<file path="config.mk">
export PLATFORM = sky130hd
export DESIGN_NAME = stamp_stream_source
export DESIGN_NICKNAME = d
export VERILOG_FILES = /design/src/rtl/stamp_stream_source_pkg.sv /design/src/rtl/stamp_stream_source_axis_skid2.sv /design/src/rtl/stamp_stream_source.sv
export SDC_FILE = /design/constraint.sdc
export NUM_CORES = 1
export LEC_CHECK = 0
export CORE_MARGIN = 5
export CORE_UTILIZATION = 58
export DETAILED_ROUTE_END_ITERATION = 10
export GPL_TIMING_DRIVEN = 0
export PLACE_DENSITY = 0.81
export SLEW_MARGIN = 20
export SYNTH_ARGS = -nofsm -noshare
export SYNTH_HDL_FRONTEND = slang
export SYNTH_SLANG_ARGS = --single-unit
</file>
<file path="constraint.sdc">
create_clock -name clock -period 8.5 [get_ports clock]
set_input_delay 1.7 -clock clock [delete_from_list [all_inputs] [get_ports clock]]
set_output_delay 1.7 -clock clock [all_outputs]
set_load 0.05 [all_outputs]
</file>
<file path="src/rtl/stamp_stream_source_pkg.sv">
// Shared definitions for the stamp replay source.
//   state_t    : control FSM encoding
//   beat_tag_t : per-pixel side-band carried alongside the RAM word
//   C_DIM_WIDTH / C_ADDR_WIDTH : default geometry; PROD_W is the X*Y product width
package stamp_stream_source_pkg;

  localparam int C_DIM_WIDTH  = 10;
  localparam int C_ADDR_WIDTH = 13;
  localparam int PROD_W       = 20;

  typedef enum logic [2:0] {
    IDLE,
    CHECK,
    STREAM,
    FINISH,
    HOLD
  } state_t;

  typedef struct packed {
    logic last;   // last column of a row -> TLAST
    logic first;  // pixel 0 of the frame  -> TUSER
  } beat_tag_t;

endpackage

</file>
<file path="src/rtl/stamp_stream_source_axis_skid2.sv">
// Two-entry tagged FIFO feeding the AXI-Stream outputs.
//   push/push_data : RAM return (the producer never pushes when full)
//   pop            : head accepted downstream (valid & ready)
//   valid/head     : head entry, zeroed while empty
//   count          : occupancy 0..2, used by the producer for read credit
module axis_skid2 #(
  parameter int W = 34
) (
  input  logic         clock,
  input  logic         reset,
  input  logic         push,
  input  logic [W-1:0] push_data,
  input  logic         pop,
  output logic         valid,
  output logic [W-1:0] head,
  output logic [1:0]   count
);

  logic [1:0][W-1:0] mem;
  logic              wr_ptr;
  logic              rd_ptr;

  // The head slot is never written while occupied, so head stays stable
  // through any number of stall cycles.
  always_ff @(posedge clock) begin
    if (reset) begin
      mem    <= '0;
      wr_ptr <= 1'b0;
      rd_ptr <= 1'b0;
      count  <= 2'd0;
    end else begin
      if (push) begin
        mem[wr_ptr] <= push_data;
        wr_ptr      <= ~wr_ptr;
      end
      if (pop) rd_ptr <= ~rd_ptr;
      case ({push, pop})
        2'b10:   count <= count + 2'd1;
        2'b01:   count <= count - 2'd1;
        default: ;
      endcase
    end
  end

  assign valid = (count != 2'd0);
  assign head  = valid ? mem[rd_ptr] : '0;

endmodule

</file>
<file path="src/rtl/stamp_stream_source.sv">
// AXI4-Stream master replaying a stamp image, row-major, from a
// 1-cycle-latency synchronous RAM. TLAST marks the end of each row, TUSER
// marks pixel 0 of the frame.
//   clock, reset       : single clock, synchronous active-high reset
//   GO, X_SIZE, Y_SIZE : frame start (level) and geometry, latched in IDLE
//   DONE, ERROR        : end-of-frame pulse, sticky illegal-size flag
//   rd_en/rd_addr/rd_data : pixel RAM read port
//   M_AXIS_*           : stream master
module stamp_stream_source #(
  parameter int C_M_AXIS_TDATA_WIDTH = 32,
  parameter int C_DIM_WIDTH          = stamp_stream_source_pkg::C_DIM_WIDTH,
  parameter int C_ADDR_WIDTH         = stamp_stream_source_pkg::C_ADDR_WIDTH
) (
  input  logic                              clock,
  input  logic                              reset,
  input  logic                              GO,
  input  logic [C_DIM_WIDTH-1:0]            X_SIZE,
  input  logic [C_DIM_WIDTH-1:0]            Y_SIZE,
  output logic                              DONE,
  output logic                              ERROR,
  output logic                              rd_en,
  output logic [C_ADDR_WIDTH-1:0]           rd_addr,
  input  logic [C_M_AXIS_TDATA_WIDTH-1:0]   rd_data,
  output logic                              M_AXIS_TVALID,
  output logic [C_M_AXIS_TDATA_WIDTH-1:0]   M_AXIS_TDATA,
  output logic [C_M_AXIS_TDATA_WIDTH/8-1:0] M_AXIS_TSTRB,
  output logic                              M_AXIS_TLAST,
  output logic                              M_AXIS_TUSER,
  input  logic                              M_AXIS_TREADY
);

  import stamp_stream_source_pkg::*;

  localparam int                      PW       = C_M_AXIS_TDATA_WIDTH + $bits(beat_tag_t);
  localparam logic [PROD_W-1:0]       MAX_PIX  = PROD_W'(2 ** C_ADDR_WIDTH);
  localparam logic [C_DIM_WIDTH-1:0]  DIM_ONE  = 1;

  state_t                   state;
  logic [C_DIM_WIDTH-1:0]   x_q, y_q, col;
  logic [PROD_W-1:0]        total;
  logic [C_ADDR_WIDTH:0]    rd_cnt;    // one extra bit so X*Y = 2**C_ADDR_WIDTH is reachable
  logic [C_ADDR_WIDTH:0]    beat_cnt;
  logic                     inflight;
  beat_tag_t                tag_q, hd_tag;
  logic [PW-1:0]            head;
  logic [1:0]               occ;
  logic                     pop, issue, last_beat, illegal;

  assign total   = PROD_W'(x_q) * PROD_W'(y_q);
  assign illegal = (x_q == '0) || (y_q == '0) || (total > MAX_PIX);

  assign pop       = M_AXIS_TVALID & M_AXIS_TREADY;
  assign last_beat = pop && (PROD_W'(beat_cnt) == total - PROD_W'(1));

  // Read credit: buffered + in-flight after this cycle's pop must leave a free
  // slot. Counting the pop lets a fresh read overlap the accepted beat, which
  // is what sustains one beat per cycle; TVALID itself stays registered.
  assign issue = (state == STREAM) && (PROD_W'(rd_cnt) < total) &&
                 ((occ + {1'b0, inflight} - {1'b0, pop}) < 2'd2);

  assign rd_en   = issue;
  assign rd_addr = rd_cnt[C_ADDR_WIDTH-1:0];

  always_ff @(posedge clock) begin
    if (reset) begin
      state    <= IDLE;
      x_q      <= '0;
      y_q      <= '0;
      col      <= '0;
      rd_cnt   <= '0;
      beat_cnt <= '0;
      inflight <= 1'b0;
      tag_q    <= '0;
      DONE     <= 1'b0;
      ERROR    <= 1'b0;
    end else begin
      DONE     <= 1'b0;
      inflight <= issue;
      if (issue) begin
        tag_q.last  <= (col == x_q - DIM_ONE);
        tag_q.first <= (rd_cnt == '0);
        rd_cnt      <= rd_cnt + 1'b1;
        col         <= (col == x_q - DIM_ONE) ? '0 : col + DIM_ONE;
      end
      if (pop) beat_cnt <= beat_cnt + 1'b1;

      case (state)
        IDLE: if (GO) begin
          x_q   <= X_SIZE;
          y_q   <= Y_SIZE;
          state <= CHECK;
        end
        CHECK: begin
          rd_cnt   <= '0;
          beat_cnt <= '0;
          col      <= '0;
          ERROR    <= illegal;
          state    <= illegal ? HOLD : STREAM;
        end
        STREAM: if (last_beat) begin
          DONE  <= 1'b1;
          state <= FINISH;
        end
        FINISH: state <= HOLD;
        HOLD:   if (!GO) state <= IDLE;  // no auto-restart while GO stays high
        default: state <= IDLE;
      endcase
    end
  end

  axis_skid2 #(.W(PW)) u_skid (
    .clock     (clock),
    .reset     (reset),
    .push      (inflight),
    .push_data ({rd_data, tag_q}),
    .pop       (pop),
    .valid     (M_AXIS_TVALID),
    .head      (head),
    .count     (occ)
  );

  assign hd_tag        = beat_tag_t'(head[$bits(beat_tag_t)-1:0]);
  assign M_AXIS_TDATA  = head[PW-1 -: C_M_AXIS_TDATA_WIDTH];
  assign M_AXIS_TLAST  = hd_tag.last;
  assign M_AXIS_TUSER  = hd_tag.first;
  assign M_AXIS_TSTRB  = {(C_M_AXIS_TDATA_WIDTH/8){M_AXIS_TVALID}};

endmodule

</file>
==> impl_metrics.tcl <==
set metrics [dict create \
    gr-usage-met2 0.464 \
    grt_max_degree 17 \
    setup_viol 0 \
    cts_buffers 17 \
    drc 0 \
    grt_overflow 0 \
    fmax_mhz 120 \
    cts-root-buf "clkbuf_16" \
    intPower_mw 1.40 \
    max-slew-margin-rel 0.496 \
    post-dp-hpwl_mm 21.0 \
    startpoint_type "register" \
    hold_path.class "reg -> reg" \
    tritoncts "done" \
    syn_nets 1531 \
    vias 9787 \
    yosysTopAreaCellShare 0.259 \
    cp.required_ns 6.80 \
    slowest_delay_ns 0.54 \
    path_buf_inv 10 \
    fin_tns_setup_ns 0 \
    finalCritPeriodShare 0.977 \
    row_count 49 \
    grt_use_total 0.264 \
    portBuffers 110 \
    rr_endpoint "rd_cnt[12]$_SDFFE_PP0P_" \
    p_per_area_nw_per_um2 158 \
    finalHoldViolations 0 \
    worstHoldEndpoint "u_skid.mem[41]$_SDFFE_PP0P_" \
    yosys.area_share.simple 0.238 \
    syn_inst 1337 \
    synthDistinctLibCells 67 \
    seq_area_frac_synth 0.259 \
    p_leak_nw 5.23 \
    ant_nets 0 \
    skew_ns 0.00909 \
    placedCellCount 1676 \
    netlist_area_sq_um 10700 \
    clock_latency_ns 0.43 \
    p_switching_mw 0.655 \
    pre_cts_ws_ns -1.51 \
    htree_levels 4 \
    grtUsageMet3 0.0517 \
    status "finished, final reports clean" \
    path_class "reg -> out" \
    synthFlopType "dfxtp_1" \
    cp_slowest_cell "fa_1" \
    die_w_microns 146 \
    final_nets 1661 \
    seqPwrFrac 0.343 \
    drt_iter0_markers 684 \
    synth_edf_count 0 \
    holdPathStages 2 \
    ios 111 \
    layout_min_cycle_time_ns 8.31 \
    busiest_layer "met2" \
    via_per_inst 5.73 \
    syn2layout_area_growth_pct 22.5 \
    drive_gt1_frac 0.0940 \
    start_util 0.592 \
    rrSetupSlack_ns 1.74 \
    wl_per_cell_microns 16.8 \
    worstMarginPinSlew_ns 0.756 \
    pwr-share-clk 0.385 \
    p_sw_frac 0.318 \
    die_h_microns 146 \
    cts.path.max_buffers 2 \
    place.gp.congestion 0.909 \
    dieArea_sq_um 21200 \
    grt_pass1_wl_mm 46.7 \
    yosysWarningCount 0 \
    synth_area_leaders "dfxtp_1 (26%), fa_1 (12%), nand2_1 (9.2%), ha_1 (8.9%), a21oi_1 (5.8%)" \
    min_from "u_skid.mem[41]$_SDFFE_PP0P_" \
    cp_data_arrival_time_ns 6.61 \
    synth_compound_area_frac 0.124 \
    path_delay_family "adder cells" \
    synth_top_family_by_area "simple AND/OR/NAND/NOR gates" \
    antenna_found_initial 2 \
    ys_seq_elements 138 \
    worstReg2RegStart "x_q[5]$_SDFFE_PP0P_" \
    dr.pass1.iters 5 \
    synthXorXnorAreaFrac 0.0641 \
    end_kind "primary output" \
    r2r.worst_path.cells 29 \
    synthArstFlopShare 0 \
    finalNonFillerCells 1709 \
    synth_fa_ha_area_frac 0.206 \
    crit_fanout 10 \
    rsz0062_at_grt "false" \
    core_area_sq_um 18000 \
    grt_pass1_vias 9702 \
    met1_usage 0.321 \
    max_cap_viol_count 0 \
    synthMuxAreaShare 0.0377 \
    ir_drop_v 0.000122 \
    final_max_slew_viol_count 0 \
    yosysTopAreaCell "dfxtp_1" \
    synth_area_per_cell_sq_um 7.98 \
    power_frac_comb 0.271 \
    fin_ws_ns 0.193 \
    cts_sinks 138 \
    cts.reportedPaths.clkPinSlew_ns 0.06 \
    routed_wl_mm 28.7 \
]
cell usage after synthesis (all sizes together) (3+ instances only):
cell,number
nor3b,4
mux2i,39
o21ai,28
or2,4
nor2b,6
a211o,4
nand4,14
xor2,27
nand3b,3
nand2,262
nand3,16
clkbuf,68
a21o,9
o21a,8
nand2b,8
nor2,96
fa,62
dfxtp,138
a211oi,5
inv,87
a21oi,126
or3,14
xnor2,51
o2111ai,4
or4,6
and2,64
ha,76
a31oi,4
nor4,10
nor3,25
and3,5
buf,24
o211ai,5
nor4b,4
per-layer routing:
layer,share of wire,wire (microns)
met5,0.00063,18
met4,0.026,754
met3,0.064,1850
met2,0.50,14500
met1,0.40,11600
state kept, by name (all words and copies together) (netlist names), 2 cells and up:
| signal | count |
|---|---|
| y_q | 10 |
| beat_cnt | 14 |
| tag_q | 2 |
| x_q | 10 |
| u_skid.count | 2 |
| u_skid.mem | 68 |
| state | 3 |
| col | 10 |
| rd_cnt | 14 |
worst max path at each step:
stage / depth (start not counted) / end / start / slack (ns)
after CTS: 24 / rd_en / x_q[6]$_SDFFE_PP0P_ / 0.002
after detailed placement: 27 / rd_en / x_q[6]$_SDFFE_PP0P_ / -1.51
after global placement: 27 / rd_en / x_q[6]$_SDFFE_PP0P_ / -1.38
after floorplan: 26 / rd_en / x_q[6]$_SDFFE_PP0P_ / 0.25
final: 26 / rd_en / x_q[5]$_SDFFE_PP0P_ / 0.19
after global routing: 22 / rd_en / x_q[8]$_SDFFE_PP0P_ / 0.005
cell families after synthesis:
logic type / after synthesis
buffers and inverters: 179
muxes: 40
adders and majority gates: 138
AOI/OAI and AO/OA: 215
xor gates and xnor gates: 78
DFF: 138
and+or+nand+nor: 549
area by class of cell:
| class | instances | area [sq um] |
|---|---|---|
| Antenna cell | 1 | 2.50 |
| Buffer | 73 | 434 |
| Clock buffer | 18 | 439 |
| Clock inverter | 13 | 193 |
| Fill cell | 1365 | 4960 |
| Inverter | 87 | 329 |
| Multi-Input combinational cell | 1020 | 7310 |
| Sequential cell | 138 | 2820 |
| Tap cell | 229 | 287 |
| Timing Repair Buffer | 130 | 1260 |
cells in the final DEF (no fill, tap or decap), drive strengths merged, types with 10 or more instances in the layout:
| cell | count |
|---|---|
| inv | 89 |
| o21ai | 28 |
| nor3 | 25 |
| nor4 | 10 |
| fa | 62 |
| ha | 76 |
| clkdlybuf4s50 | 109 |
| nand2 | 262 |
| clkbuf | 65 |
| nand3 | 16 |
| nand4 | 14 |
| or3 | 14 |
| xnor2 | 51 |
| xor2 | 27 |
| mux2i | 39 |
| a21oi | 126 |
| buf | 47 |
| nor2 | 96 |
| and2 | 64 |
| dfxtp | 138 |
stage by stage:
| step | power, mW | util | cell area (sq um) | hold WS [ns] |
|---|---|---|---|---|
| CTS | 2.04 | 0.713 | 12900 | 0.454 |
| finish | 2.06 | 0.725 | 13100 | 0.454 |
| detailed placement | 1.22 | 0.669 | 12100 | 0.446 |
| global route | 2.15 | 0.725 | 13100 | 0.473 |
| global placement | 1.21 | 0.669 | 12100 | 0.441 |
| floorplan | 1.07 | - | 10700 | 0.436 |
power by group through the flow:
stage	clock [mW]	sequential, mW	combinational, mW
floorplan	0	0.695	0.378
global placement	0	0.699	0.512
detailed placement	0	0.699	0.523
CTS	0.795	0.702	0.538
global route	0.825	0.710	0.611
finish	0.794	0.707	0.559
tightest hold or removal path, cell delays in order (launching register included):
cell	delay, ns
dfxtp_1	0.31
nand2_1	0.05
a21oi_1	0.05
timing repair:
item	in CTS	in global routing
setup buffers	4	16
hold buffers	0	0
resized for setup	71	42
pin swaps	8	12
setup endpoints to repair	1	1
(Power assumes the default switching activity.)
